$ cat config.mk
export PLATFORM = sky130hd
export DESIGN_NAME = ntt_seq_ctrl
export DESIGN_NICKNAME = d
export VERILOG_FILES = /design/src/rtl/ntt_seq_ctrl.sv
export SDC_FILE = /design/constraint.sdc
export NUM_CORES = 1
export LEC_CHECK = 0
export CAP_MARGIN = 20
export CORE_ASPECT_RATIO = 0.9
export CORE_UTILIZATION = 49
export DETAILED_ROUTE_END_ITERATION = 8
export HOLD_SLACK_MARGIN = 0.05
export PLACE_DENSITY = 0.66
export REMOVE_ABC_BUFFERS = 1
export SLEW_MARGIN = 5
export SYNTH_ARGS = -nofsm -noshare
export SYNTH_HDL_FRONTEND = slang
export SYNTH_SLANG_ARGS = --single-unit
$ cat constraint.sdc
create_clock -name clk -period 14.39 [get_ports clk]
set_input_delay 4.317 -clock clk [delete_from_list [all_inputs] [get_ports clk]]
set_output_delay 4.317 -clock clk [all_outputs]
set_load 0.1 [all_outputs]
$ cat src/rtl/ntt_seq_ctrl.sv
// NTT/INTT sequencer: butterfly and twiddle address generation, latency-matched write-back pipe and INTT normalisation pass.
// Defining NTT_SEQ_CTRL_PERF_EN builds the saturating busy-cycle counter on cycle_count; otherwise it is tied to 0.
module ntt_seq_ctrl #(
  parameter int LOG_N      = 8,
  parameter int NUM_LAYERS = 7,
  parameter int TW_W       = 7,
  parameter int RD_LAT     = 1,
  parameter int BU_LAT     = 28
) (
  input  logic             clk,
  input  logic             rst_n,
  input  logic             start,
  input  logic             is_ntt,
  input  logic             abort,
  output logic             busy,
  output logic             done,
  output logic             mode_ntt,
  output logic             norm_sel,
  output logic [2:0]       layer,
  output logic             rd_en,
  output logic [LOG_N-1:0] rd_addr_a,
  output logic [LOG_N-1:0] rd_addr_b,
  output logic             tw_en,
  output logic [TW_W-1:0]  tw_addr,
  output logic             wr_en,
  output logic [LOG_N-1:0] wr_addr_a,
  output logic [LOG_N-1:0] wr_addr_b,
  output logic [15:0]      cycle_count
);

  localparam int LAT = RD_LAT + BU_LAT;
  localparam int PW  = LOG_N - 1;
  localparam int CW  = (LAT > 1) ? $clog2(LAT) : 1;

  typedef logic [LOG_N-1:0] addr_t;
  typedef logic [PW-1:0]    pair_t;
  typedef logic [TW_W-1:0]  tw_t;
  typedef logic [CW-1:0]    cnt_t;

  typedef enum logic [2:0] {
    S_IDLE, S_ISSUE, S_DRAIN, S_NORM, S_NORM_DRAIN, S_DONE
  } state_t;

  typedef struct packed {
    addr_t a;
    addr_t b;
    tw_t   tw;
  } issue_t;

  state_t state;
  pair_t  p;
  tw_t    g;
  cnt_t   cnt;

  // Half-span exponent llen for a layer: shrinking for Cooley-Tukey, growing for Gentleman-Sande.
  function automatic int shift_of(input logic [2:0] lyr, input logic fwd);
    return fwd ? (LOG_N - 1 - int'(lyr)) : (LOG_N - NUM_LAYERS + int'(lyr));
  endfunction

  function automatic addr_t offset_mask(input int sh);
    return addr_t'((1 << sh) - 1);
  endfunction

  function automatic issue_t bfly_issue(input pair_t pp, input logic [2:0] lyr,
                                        input logic fwd, input tw_t gg);
    issue_t r;
    addr_t  pe;
    addr_t  m;
    int     sh;
    sh   = shift_of(lyr, fwd);
    pe   = addr_t'(pp);
    m    = offset_mask(sh);
    r.a  = ((pe >> sh) << (sh + 1)) | (pe & m);
    r.b  = r.a + addr_t'(1 << sh);
    r.tw = fwd ? (tw_t'(1) + gg) : (tw_t'((1 << NUM_LAYERS) - 1) - gg);
    return r;
  endfunction

  function automatic issue_t norm_issue(input pair_t pp);
    issue_t r;
    r.a  = {pp, 1'b0};
    r.b  = {pp, 1'b1};
    r.tw = '0;
    return r;
  endfunction

  logic grp_end;
  tw_t  g_adv;

  // NOTE: every signal driven here gets a value on every path through the block, so no latch is inferred.
  always_comb begin
    addr_t m;
    m       = offset_mask(shift_of(layer, mode_ntt));
    grp_end = (addr_t'(p) & m) == m;
    g_adv   = g + tw_t'(grp_end);
  end

  logic flush;
  assign flush = abort && (state != S_IDLE);

  // NOTE: state and registered outputs use non-blocking assignments so every branch sees pre-edge values.
  always_ff @(posedge clk or negedge rst_n) begin
    if (!rst_n) begin
      state    <= S_IDLE;
      mode_ntt <= 1'b0;
      layer    <= '0;
      p        <= '0;
      g        <= '0;
      cnt      <= '0;
      busy     <= 1'b0;
      done     <= 1'b0;
      norm_sel <= 1'b0;
      rd_en    <= 1'b0;
      tw_en    <= 1'b0;
      {rd_addr_a, rd_addr_b, tw_addr} <= '0;
    end else begin
      done <= 1'b0;
      if (flush) begin
        state    <= S_IDLE;
        busy     <= 1'b0;
        norm_sel <= 1'b0;
        rd_en    <= 1'b0;
        tw_en    <= 1'b0;
        {rd_addr_a, rd_addr_b, tw_addr} <= '0;
      end else begin
        case (state)
          S_IDLE: begin
            if (start) begin
              state    <= S_ISSUE;
              mode_ntt <= is_ntt;
              layer    <= '0;
              p        <= '0;
              g        <= '0;
              busy     <= 1'b1;
              rd_en    <= 1'b1;
              tw_en    <= 1'b1;
              {rd_addr_a, rd_addr_b, tw_addr} <= bfly_issue('0, 3'd0, is_ntt, '0);
            end
          end
          S_ISSUE: begin
            g <= g_adv;
            if (p == '1) begin
              state <= S_DRAIN;
              cnt   <= '0;
              rd_en <= 1'b0;
              tw_en <= 1'b0;
              {rd_addr_a, rd_addr_b, tw_addr} <= '0;
            end else begin
              p <= p + pair_t'(1);
              {rd_addr_a, rd_addr_b, tw_addr} <= bfly_issue(p + pair_t'(1), layer, mode_ntt, g_adv);
            end
          end
          S_DRAIN: begin
            if (cnt == cnt_t'(LAT - 1)) begin
              p <= '0;
              if (layer != 3'(NUM_LAYERS - 1)) begin
                state <= S_ISSUE;
                layer <= layer + 3'd1;
                rd_en <= 1'b1;
                tw_en <= 1'b1;
                {rd_addr_a, rd_addr_b, tw_addr} <= bfly_issue('0, layer + 3'd1, mode_ntt, g);
              end else if (mode_ntt) begin
                state <= S_DONE;
                done  <= 1'b1;
              end else begin
                state    <= S_NORM;
                norm_sel <= 1'b1;
                rd_en    <= 1'b1;
                {rd_addr_a, rd_addr_b, tw_addr} <= norm_issue('0);
              end
            end else begin
              cnt <= cnt + cnt_t'(1);
            end
          end
          S_NORM: begin
            if (p == '1) begin
              state <= S_NORM_DRAIN;
              cnt   <= '0;
              rd_en <= 1'b0;
              {rd_addr_a, rd_addr_b, tw_addr} <= '0;
            end else begin
              p <= p + pair_t'(1);
              {rd_addr_a, rd_addr_b, tw_addr} <= norm_issue(p + pair_t'(1));
            end
          end
          S_NORM_DRAIN: begin
            if (cnt == cnt_t'(LAT - 1)) begin
              state    <= S_DONE;
              done     <= 1'b1;
              norm_sel <= 1'b0;
            end else begin
              cnt <= cnt + cnt_t'(1);
            end
          end
          S_DONE: begin
            state <= S_IDLE;
            busy  <= 1'b0;
          end
          default: state <= S_IDLE;
        endcase
      end
    end
  end

  // Write-back pipe: a pair read in cycle t is written in cycle t+LAT with the same addresses.
  logic [LAT-1:0] vld_pipe;
  addr_t          a_pipe [LAT];
  addr_t          b_pipe [LAT];

  // NOTE: the address stages are reset along with the valid bits so wr_addr_* read 0, not X, out of reset.
  always_ff @(posedge clk or negedge rst_n) begin
    if (!rst_n) begin
      vld_pipe <= '0;
      for (int i = 0; i < LAT; i++) begin
        a_pipe[i] <= '0;
        b_pipe[i] <= '0;
      end
    end else begin
      for (int i = LAT - 1; i > 0; i--) begin
        vld_pipe[i] <= vld_pipe[i-1] & ~flush;
        a_pipe[i]   <= a_pipe[i-1];
        b_pipe[i]   <= b_pipe[i-1];
      end
      vld_pipe[0] <= rd_en & ~flush;
      a_pipe[0]   <= rd_addr_a;
      b_pipe[0]   <= rd_addr_b;
    end
  end

  assign wr_en     = vld_pipe[LAT-1];
  assign wr_addr_a = a_pipe[LAT-1];
  assign wr_addr_b = b_pipe[LAT-1];

`ifdef NTT_SEQ_CTRL_PERF_EN
  // Counts edges that stay inside the run, so the held value equals cycles from accept to done.
  logic leaving;
  assign leaving = (state == S_DONE) || abort;

  always_ff @(posedge clk or negedge rst_n) begin
    if (!rst_n) begin
      cycle_count <= '0;
    end else if (state == S_IDLE) begin
      if (start) cycle_count <= '0;
    end else if (!leaving && cycle_count != 16'hFFFF) begin
      cycle_count <= cycle_count + 16'd1;
    end
  end
`else
  assign cycle_count = '0;
`endif

endmodule

==> results.yml, run 1 <==
outcome:
  status: "finished, final reports clean"
timing:
  setup_slack_ns: 7.34
  max_freq_mhz: 142
  post-route-period-util: 0.490
  skew_ns: 0.0301
  rsz0062_at_grt: "no"
  fin_setup_tns_ns: 0
  finalCriticalPeriod_ns: 7.05
  tightest_slew_ns: 1.11
  setup_viol: 0
  final_hold_viol_count: 0
  slew_headroom: 0.260
  slew_violations: 0
detailed_routing:
  routed_via_density: 5.09
  via_count: 8620
  ant_nets: 0
  dr_wl_met3_mm: 1.14
  drc: 0
  top_layer: "met4"
  first_iter_violations: 622
  drt-total-wl_mm: 32.1
  wl_per_cell_um: 18.9
  wl_met1_mm: 14.9
  firstDrtPassIters: 5
  met2_length_mm: 15.3
grt:
  gr-total-overflow: 0
  antenna_found_initial: 0
  first_global_vias: 9055
  grt_max_degree: 224
  grt.total_usage: 0.185
  grt_pass1_wl_mm: 51.9
cts:
  clk_pin_slew_ns: 0.06
  cts_made_buffers: 49
  clockRootBuffer: "clkbuf_16"
  cts_resized: 0
  worstSkewPairLatency_ns: 0.58
  clock-sinks: 547
  htreeDepth: 2
  holdBufCountCts: 0
  cts_tree: "done"
  post_cts_buffers: 0
  clock_path_buffers: 3
synthesis:
  yosys-top-cells-area: "dfrtp_1 (78%), ha_1 (1.6%), buf_4 (1.4%)"
  synth_seq_cells: 547
  ys_seq_area_frac: 0.784
  synth_edf_count: 0
  synthXorXnorAreaFrac: 0.0183
  syn_avg_cell_area_um2: 15.5
  async_reset_ff_frac: 1.00
  yosys.cell_count.top_type: "dfrtp_1"
  muxShareOfSynthArea: 0.00301
  syn-instance-count: 1128
  synth_top_area_frac: 0.784
  synth_top_family_by_area: "compound AO/OA/AOI/OAI gates"
  synth_compound_area_frac: 0.0776
  yosys.area_share.adder: 0.0169
  yosysUniqueCellTypes: 84
  ys_warn_count: 0
  synth_common_cells: "dfrtp_1 (547), nand2_1 (66), nor2_1 (47), o21ai_0 (40), and2_1 (34)"
  syn_area_um2: 17500
  yosysTopAreaCell: "dfrtp_1"
  synth_top_flop_cell: "dfrtp_1"
  synthSimpleGateAreaFrac: 0.0711
setup_path:
  worst_setup_path_start_kind: "flop"
  slowest_stage: "clkdlybuf4s50_1"
  path_class: "reg -> out"
  cp_max_fo: 25
  cpPeakStageDelay_ns: 1.28
  crit_path_end_kind: "output port"
  path_delay_family: "buffers and inverters"
  worstPathCellList: "clkdlybuf4s50_1"
  path_buf_inv: 1
  cp_data_arrival_time_ns: 2.73
  required_ns: 10.07
final_layout:
  area_delta_synth_final_pct: 15.1
  diodes: 0
  final_nets: 1214
  drive_gt1_frac: 0.0962
placement:
  dp_hpwl_mm: 18.5
  place_congestion: 0.850
  port_buffers: 53
  dp_slack_ns: 7.60
pwr:
  power_frac_comb: 0.241
  cellLeakagePower_uw: 0.00995
  vdd_ir_drop_max_mv: 0.177
  p_sw_uw: 1500
  clock_power_share: 0.320
  p_int_uw: 2950
  seqPwrFrac: 0.439
  swShare: 0.336
  p_per_area_nw_per_um2: 222
die:
  core_area_um2: 35100
  die_w_um: 201
  rows: 65
  dieArea_um2: 36400
  io_pins: 70
  die_y_um: 181
  initial_core_util: 0.498
hold_path:
  hold_class: "reg -> reg"
job:
  drv_cap: 0
[area by class of cell]
class / instances / area (um2)
clock buffers: 62 / 1360
clock inverters: 29 / 460
fillers: 2596 / 15000
inverters: 21 / 78.8
multi-input cells: 506 / 3320
flip-flops and latches: 547 / 13700
well taps: 469 / 587
repair buffers: 61 / 608
[final timing paths]
| kind | slack [ns] | startpoint | cells after the start | to |
|---|---|---|---|---|
| worst max-delay path | 7.34 | layer[2] | 1 | layer[2] |
| worst min-delay path | 0.32 | b_pipe[152] | 0 | b_pipe[144] |
| worst max register to register | 8.75 | layer[0] | 20 | tw_addr[5] |
| worst min register to register | 0.32 | b_pipe[152] | 0 | b_pipe[144] |
| max in group asynchronous | 8.30 | rst_n | 3 | rd_addr_a[3] |
| min in group asynchronous | 3.77 | rst_n | 1 | b_pipe[31] |
[cells by family after synthesis]
| family | after synthesis |
|---|---|
| xor+xnor | 34 |
| mux | 5 |
| buf+inv | 90 |
| fa+ha+maj | 23 |
| simple gates | 245 |
| other cells | 1 |
| flops | 547 |
| compound gates | 183 |
[power by group through the flow]
| stage | clock network (uW) | registers, uW | logic (uW) |
|---|---|---|---|
| 6_report | 1420 | 1960 | 1070 |
| 5_1_grt | 1520 | 1990 | 1150 |
| 4_1_cts | 1460 | 1970 | 1070 |
| 3_5_place_dp | 0 | 1980 | 1060 |
| 3_3_place_gp | 0 | 1970 | 1070 |
| 2_1_floorplan | 0 | 2180 | 516 |
[state kept, by name (all words and copies together), names as in the netlist, 5 cells and up]
name,flops
g,7
rd_addr_b,8
b_pipe,224
wr_addr_a,8
a_pipe,224
wr_addr_b,8
tw_addr,7
rd_addr_a,8
cnt,5
p,7
vld_pipe,29
[per-stage QoR]
step | power (uW) | instances | cell area (um2) | utilization | hold WS, ns
2_1_floorplan | 2690 | 1074 | 17100 | - | 0.331
3_3_place_gp | 3030 | 1604 | 18300 | 0.522 | 0.331
3_5_place_dp | 3040 | 1604 | 18300 | 0.522 | 0.335
4_1_cts | 4500 | 1695 | 20100 | 0.573 | 0.322
5_1_grt | 4660 | 1695 | 20100 | 0.573 | 0.335
6_report | 4450 | 1695 | 20100 | 0.573 | 0.324
[layer usage]
layer  vias to the layer above  GRT usage
li1                       3890          -
met4                         0     0.0571
met1                      4474      0.269
met2                       191      0.291
met3                        65     0.0298
met5                         -          0
[cells in the final DEF, fill, tap and decap left out, types with 16 or more instances in the layout]
cell and n:
nand3_1 26, o21ai_0 40, conb_1 16, ha_1 22
clkdlybuf4s50_1 52, dfrtp_1 547, nor2_1 47, nor3_1 16
a21oi_1 28, and2_1 34, inv_1 20, nand2_1 66
xnor2_1 20, clkbuf_16 49
No activity file was read; power rests on OpenSTA's default activity.
==> inputs of run 2 (changes only) <==
Settings changed: PLACE_DENSITY 0.66 to 0.69.
Clock period 14.39 ns to 6.4 ns, I/O delays scaled along.
==> results.yml, run 2 (synthesized netlist as in run 1, its figures left out) <==
outcome:
  status: "finished, final reports clean"
timing:
  setup_viol: 0
  rsz0062_at_grt: "no"
  finalCriticalPeriod_ns: 5.19
  post-route-period-util: 0.811
  slew_violations: 0
  tightest_slew_ns: 1.04
  slew_headroom: 0.305
  skew_ns: 0.0154
  fin_setup_tns_ns: 0
  max_freq_mhz: 193
  final_hold_viol_count: 0
pwr:
  clock_power_share: 0.296
  p_per_area_nw_per_um2: 486
  p_sw_uw: 3250
  power_frac_comb: 0.252
  seqPwrFrac: 0.452
  p_int_uw: 6450
  cellLeakagePower_uw: 0.00991
  vdd_ir_drop_max_mv: 0.252
  swShare: 0.335
detailed_routing:
  routed_via_density: 5.09
  first_iter_violations: 567
  ant_nets: 0
  via_count: 8635
  drt-total-wl_mm: 30.5
  drc: 0
  wl_per_cell_um: 18.0
  firstDrtPassIters: 5
cts:
  clock-sinks: 547
  clk_pin_slew_ns: 0.06
  cts_tree: "done"
  post_cts_buffers: 0
  cts_resized: 0
  htreeDepth: 2
  cts_made_buffers: 49
  holdBufCountCts: 0
  clock_path_buffers: 3
  worstSkewPairLatency_ns: 0.56
  clockRootBuffer: "clkbuf_16"
grt:
  grt_pass1_wl_mm: 49.7
  grt_max_degree: 164
  gr-total-overflow: 0
  first_global_vias: 9015
  grt.total_usage: 0.177
  antenna_found_initial: 0
setup_path:
  r2r_slack_ns: 1.21
  rr_endpoint: "tw_addr[6]"
  path_delay_family: "adder cells"
  path_class: "reg -> reg"
  crit_path_end_kind: "flop"
  startpoint: "layer[1]"
  path_buf_inv: 3
  cpPeakStageDelay_ns: 0.64
  slowest_stage: "dfrtp_1"
  worst-path-stages: 20
  cp_common_cell: "ha_1"
  worst_setup_path_start_kind: "flop"
  worstPathCellList: "ha_1, nor3_2, nor2_1, inv_1, ha_1, nand2b_1, inv_2, or3_1, xnor2_1, o21a_1, a211oi_1, buf_4, ha_1, ha_1, xor2_1, nand3b_1, o31ai_1, xnor2_1, a221oi_1, o21ai_0"
  cp_max_fo: 15
  cp_data_arrival_time_ns: 5.62
  required_ns: 6.84
  cp-endpoint: "tw_addr[6]"
  r2r-start: "layer[1]"
  r2r_cells: 20
final_layout:
  area_delta_synth_final_pct: 14.4
  reg_top3: "a_pipe (224), b_pipe (224), vld_pipe (29)"
  diodes: 0
  fill_cells: 2686
  layout_common_cells: "dfrtp_1 (547), nand2_1 (66), clkdlybuf4s50_1 (52), clkbuf_16 (49), nor2_1 (46)"
  final_common_cell: "dfrtp_1"
  final_nets: 1219
  drive_gt1_frac: 0.0953
  final_core_util: 0.570
job:
  drv_cap: 0
hold_path:
  hold_class: "reg -> reg"
die:
  dieArea_um2: 36400
  core_area_um2: 35100
  initial_core_util: 0.498
  rows: 65
  die_w_um: 201
  io_pins: 70
  die_y_um: 181
placement:
  dp_hpwl_mm: 19.1
  place_congestion: 0.899
  port_buffers: 53
[run 2: cell types whose count changed in the layout (fill, tap and decap cells not counted), sizes merged]
cell | before | now
buf | 9 | 14
bufinv | 8 | 3
clkbuf | 62 | 68
clkinv | 12 | 15
clkinvlp | 3 | 1
inv | 27 | 22
[run 2: metrics by stage]
step           cells  cell area [um2]  hold WS, ns  power, uW  worst slack, ns
2_1_floorplan   1074            17100        0.331       6050            0.495
3_3_place_gp    1608            18300        0.331       6860             1.51
3_5_place_dp    1608            18300        0.335       6870             1.34
4_1_cts         1696            20000        0.343       9810             1.30
5_1_grt         1697            20000        0.342      10200            0.802
6_report        1697            20000        0.337       9700             1.21
[run 2: area by class of cell]
type | count | area, um2 | area share
sequential | 547 | 13700 | 0.685
inverter | 21 | 78.8 | 0.00395
tap | 469 | 587 | 0.0294
multi-input combinational | 506 | 3330 | 0.167
timing repair buffer | 66 | 678 | 0.0340
clock inverter | 20 | 218 | 0.0109
clock buffer | 68 | 1400 | 0.0700
[run 2: worst min path at each step]
stage,start,slack (ns),end,depth (start not counted)
floorplan,a_pipe[108],0.33,a_pipe[100],0
global placement,a_pipe[211],0.33,a_pipe[203],0
detailed placement,a_pipe[152],0.33,a_pipe[144],0
CTS,a_pipe[217],0.34,a_pipe[209],0
global route,a_pipe[175],0.34,a_pipe[167],0
finish,a_pipe[126],0.34,a_pipe[118],0
[run 2: layer usage]
| metal | track usage | vias up | wire (um) |
|---|---|---|---|
| li1 | - | 3911 | - |
| met1 | 0.263 | 4462 | 14200 |
| met2 | 0.265 | 203 | 14000 |
| met3 | 0.0343 | 59 | 1510 |
| met4 | 0.0571 | 0 | 756 |
| met5 | 0 | - | 0 |
[run 2: power groups by stage]
stage,clock network (uW),registers [uW],logic (uW)
after floorplan,0,4890,1160
after global placement,0,4410,2450
after detailed placement,0,4450,2410
after CTS,2970,4410,2430
after global routing,3110,4460,2630
final,2870,4390,2440
[run 2: worst register-to-register path: stages, from the launching register on]
cell      delay (ns)
dfrtp_1         0.64
ha_1            0.57
nor3_2          0.14
nor2_1          0.30
inv_1           0.15
ha_1            0.25
nand2b_1        0.13
inv_2           0.05
or3_1           0.41
xnor2_1         0.16
o21a_1          0.22
a211oi_1        0.23
buf_4           0.16
ha_1            0.20
ha_1            0.28
xor2_1          0.28
nand3b_1        0.14
o31ai_1         0.28
xnor2_1         0.11
a221oi_1        0.26
o21ai_0         0.11
==> variant 1: new RTL, flow settings as in run 2 <==
The option `NTT_SEQ_CTRL_PERF_EN` is turned on by a define.
--- a/src/rtl/ntt_seq_ctrl.sv
+++ b/src/rtl/ntt_seq_ctrl.sv
@@ -1,5 +1,7 @@
 // NTT/INTT sequencer: butterfly and twiddle address generation, latency-matched write-back pipe and INTT normalisation pass.
 // Defining NTT_SEQ_CTRL_PERF_EN builds the saturating busy-cycle counter on cycle_count; otherwise it is tied to 0.
+`define NTT_SEQ_CTRL_PERF_EN
+
 module ntt_seq_ctrl #(
   parameter int LOG_N      = 8,
   parameter int NUM_LAYERS = 7,
Behaviour: not the same (a bounded check fails within 4 cycles, from zero or initial values and one cycle with rst_n low).
==> variant 1 against run 2 <==
- total power rose by 0.26%
- global-route usage rose by 2.0 points
- routed wire length rose by 12%
- core utilization rose by 1.5 points
- area after synthesis rose by 2.3%
- clock power rose by 5%
- setup slack improved by 0.21 ns
- sequential cell count rose by 16
- first-iteration DRC count rose by 25%
- cell area rose by 3.8%
- critical path type unchanged
- largest cell class unchanged
- highest routed layer unchanged
==> variant 1: results <==
group,metric,value,unit
outcome,run_status,"complete, no violations",
die,floorplan.die.width,203,µm
sta,relSlewSlack,23.1,%
place,dp.cells,1690,
global_routing,grt_start_max_net_pins,144,
global_routing,grt_use_total,19.7,%
global_routing,global_route_wire_length_before_repair,56000,µm
cells_and_area,num-fill-cells,2755,
drt,met1Wirelength,15900,µm
drt,route.detailed.wl_per_inst,19.1,µm
pwr,vdd.ir_drop.worst,290,µV
hold_path,worstHoldStart,"b_pipe[72]",
drt,drt_iter0_drc,709,
drt,top_signal_layer_used,"met4",
global_routing,first_global_vias,9802,
clock_tree,numCtsBuffers,50,
place,placedInstanceArea,19000,µm²
drt,drt_pass1_iterations,5,
critical_path,worst_setup_path_startpoint,"layer[1]",
pwr,p_leak,10.1,nW
clock_tree,htree_num_levels,2,
logic_synthesis,number_of_warnings_reported_in_the_yosys_synthesis_log,0,
critical_path,cp.arrival,5.43,ns
cells_and_area,fin_nets,1300,
logic_synthesis,synth.top_cells.by_count,"sky130_fd_sc_hd__dfrtp_1, sky130_fd_sc_hd__nand2_1, sky130_fd_sc_hd__nor2_1, sky130_fd_sc_hd__o21ai_0, sky130_fd_sc_hd__a21oi_1",
logic_synthesis,synth.yosys.seq_area_share,78.8,%
logic_synthesis,synth_top_cells_by_area,"sky130_fd_sc_hd__dfrtp_1, sky130_fd_sc_hd__nand2_1, sky130_fd_sc_hd__o21ai_0, sky130_fd_sc_hd__nor2_1, sky130_fd_sc_hd__ha_1",
clock_tree,clock_latency,0.57,ns
cells_and_area,final_cells,1784,
hold_path,worstHoldPathType,"reg2reg",
cells_and_area,insertedDiodeCount,0,
cells_and_area,largestRegisters,"a_pipe x224, b_pipe x224, vld_pipe x29",
clock_tree,cts_repair_resize_count,0,
logic_synthesis,yosys.cell_types.count,75,
place,dp_hpwl,20400,µm
logic_synthesis,post_synth_inst_count,1193,
sta,clock_skew,0.0109,ns
clock_tree,cts.reportedPaths.clkPinSlew,0.07,ns
drt,drt-vias-per-instance,5.19,
clock_tree,cts_max_path_buffers,3,
critical_path,path_max_fanout,14,
place,pre_cts_ws,1.41,ns
clock_tree,clk_root_buffer_cell,"sky130_fd_sc_hd__clkbuf_16",
drt,met3WireLength,2170,µm
critical_path,critical_path.slowest_cell,"sky130_fd_sc_hd__ha_1",
clock_tree,post_cts_buffers,0,
critical_path,cp_slowest_stage_delay,0.67,ns
cells_and_area,drive_gt1_share,8.97,%
place,placement.io_buffers,69,
global_routing,antenna_violations_before_repair,0,
drt,route.met2.wl,15400,µm
logic_synthesis,async_flop_share,100,%
place,gp_congestion,0.856,
## variant 1: cell type report
type | instances | share of cell area, %
Sequential cell | 563 | 67.9
Clock buffer | 78 | 7.32
Clock inverter | 15 | 0.851
Multi-Input combinational cell | 554 | 16.5
Timing Repair Buffer | 86 | 4.19
Tap cell | 469 | 2.83
Inverter | 19 | 0.344
## variant 1: cell families after synthesis
kind of cell    share of synthesized area, %
flops                                   78.8
simple gates                            7.83
compound gates                          7.25
fa+ha+maj                               1.57
mux                                    0.476
buf+inv                                 2.00
xor+xnor                                2.05
## variant 1: final timing paths
| check | end | slack [ns] | cells after the start |
|---|---|---|---|
| max in group asynchronous | g[5] | 3.67 | 2 |
| min reg2reg | b_pipe[64] | 0.34 | 0 |
| min | b_pipe[64] | 0.34 | 0 |
| max | tw_addr[5] | 1.43 | 20 |
| max reg2reg | tw_addr[5] | 1.43 | 20 |
| min in group asynchronous | a_pipe[36] | 1.44 | 1 |
## variant 1: routing by layer
layer | GRT usage, % | up-vias
li1 | - | 4180
met1 | 29.4 | 4769
met2 | 29.4 | 255
met3 | 3.96 | 57
met4 | 5.74 | 0
met5 | 0 | -
## variant 1: metrics by stage
stage	total power, mW	utilization [%]
2_1_floorplan	6.01	-
3_3_place_gp	6.72	53.7
3_5_place_dp	6.75	53.7
4_1_cts	9.84	58.4
5_1_grt	10.2	58.5
6_report	9.73	58.5
## variant 1: where the power goes
part	leakage (nW)	switching [mW]	internal (mW)
clock	0.826	1.29	1.73
combinational	1.61	1.48	0.548
sequential	7.69	0.331	4.35
## variant 1: worst max-delay path: cells and delay by family, from the launching register on
family	cells	cell delay (ns)
AOI/OAI and AO/OA	7	1.55
and+or+nand+nor	3	0.41
xor gates and xnor gates	3	0.72
muxes	1	0.17
buffers and inverters	3	0.38
adders and majority gates	3	1.10
DFF	1	0.54
==> variant 2: new RTL, flow settings as in run 2 <==
Without the edit above. Add an input register stage for `is_ntt`, without a reset; this delays it by one clock. The other inputs are not delayed to match.
--- a/src/rtl/ntt_seq_ctrl.sv
+++ b/src/rtl/ntt_seq_ctrl.sv
@@ -47,6 +47,12 @@
     tw_t   tw;
   } issue_t;
 
+  logic is_ntt_q;
+
+  always_ff @(posedge clk) begin
+    is_ntt_q <= is_ntt;
+  end
+
   state_t state;
   pair_t  p;
   tw_t    g;
@@ -127,14 +133,14 @@
           S_IDLE: begin
             if (start) begin
               state    <= S_ISSUE;
-              mode_ntt <= is_ntt;
+              mode_ntt <= is_ntt_q;
               layer    <= '0;
               p        <= '0;
               g        <= '0;
               busy     <= 1'b1;
               rd_en    <= 1'b1;
               tw_en    <= 1'b1;
-              {rd_addr_a, rd_addr_b, tw_addr} <= bfly_issue('0, 3'd0, is_ntt, '0);
+              {rd_addr_a, rd_addr_b, tw_addr} <= bfly_issue('0, 3'd0, is_ntt_q, '0);
             end
           end
           S_ISSUE: begin
Formal check against the unedited RTL: not equivalent (a bounded check fails within 4 cycles, from zero or initial values and one cycle with rst_n low).
==> variant 2 against run 2 <==
- setup slack got worse by 0.28 ns
- global-route usage is 2.0 points higher
- largest power group unchanged
- area after synthesis is 0.88% lower
- combinational power fell by 5%
- via count rose by 0.54%
- sequential cell count is 1 higher
- total power up 2.4%
- routed wire length up 9.0%
- non-clock buffer count increased by 1
- cell area down 0.32%
==> variant 2: results <==
group,metric,value,unit
outcome,run_status,"complete, no violations",
die,rows,64,
drt,vias_after_detailed_routing,8682,
critical_path,cp.arrival,5.91,ns
global_routing,grt_use_total,19.6,%
logic_synthesis,async_flop_share,99.8,%
sta,relSlewSlack,33.8,%
logic_synthesis,synth_top_cells_by_area,"sky130_fd_sc_hd__dfrtp_1, sky130_fd_sc_hd__o21ai_0, sky130_fd_sc_hd__ha_1, sky130_fd_sc_hd__buf_4, sky130_fd_sc_hd__nand2_1",
global_routing,global_route_wire_length_before_repair,54400,µm
critical_path,timing.critical_path.max_delay_family,"compound AO/OA/AOI/OAI gates",
cells_and_area,drive_gt1_share,9.36,%
global_routing,first_global_vias,9274,
logic_synthesis,synth_compound_gate_area_share,7.46,%
global_routing,globalRouteMet2Util,30.2,%
place,placedInstanceArea,18200,µm²
logic_synthesis,fraction_of_synthesized_cell_area_in_xor_and_xnor_cells,1.67,%
pwr,vdd.ir_drop.worst,311,µV
cells_and_area,clkbuf_count,71,
global_routing,global_route.usage.met3,3.63,%
logic_synthesis,synth.top_cells.by_count,"sky130_fd_sc_hd__dfrtp_1, sky130_fd_sc_hd__nand2_1, sky130_fd_sc_hd__o21ai_0, sky130_fd_sc_hd__nor2_1, sky130_fd_sc_hd__and2_1",
logic_synthesis,yosys-mux-area-fraction,0.246,%
place,dp_hpwl,19500,µm
place,pre_cts_ws,1.03,ns
drt,final_routed_wirelength,33300,µm
place,gp_congestion,0.826,
pwr,power_sequential,4.57,mW
clock_tree,clock-sinks,548,
clock_tree,numCtsBuffers,51,
cells_and_area,finalCoreUtilization,58.0,%
cells_and_area,area_share_clock_buf_inv,8.51,%
logic_synthesis,synth.yosys.seq_area_share,79.2,%
cells_and_area,fin_nets,1217,
cells_and_area,nonClockInverterCount,22,
drt,drt-vias-per-instance,5.14,
logic_synthesis,post_synth_inst_count,1119,
cells_and_area,area_share_nonclk_buffers,3.38,%
drt,drt_iter0_drc,592,
global_routing,globalRouteMet1Util,29.1,%
## variant 2: changes by cell type after synthesis, moves of 4 or more
cell                       delta
sky130_fd_sc_hd__o21ai_1      -7
sky130_fd_sc_hd__nor2b_1      +4
sky130_fd_sc_hd__o21ai_0     +17
sky130_fd_sc_hd__a311oi_1     +4
sky130_fd_sc_hd__xor2_1       +4
sky130_fd_sc_hd__a32oi_1      -4
sky130_fd_sc_hd__nor2_1       -7
sky130_fd_sc_hd__nand2b_1     -6
## variant 2: worst min-delay path by stage
stage                     start  slack, ns     endpoint
finish              b_pipe[155]       0.33  b_pipe[147]
global route        b_pipe[155]       0.33  b_pipe[147]
CTS                 b_pipe[187]       0.33  b_pipe[179]
detailed placement  a_pipe[145]       0.33  a_pipe[137]
global placement    b_pipe[155]       0.33  b_pipe[147]
floorplan           a_pipe[108]       0.33  a_pipe[100]
## variant 2: metal layers
layer,vias to the layer above,wire length [µm]
met5,-,0
met4,0,729
met3,55,1520
met2,218,15500
met1,4523,15500
li1,3886,-
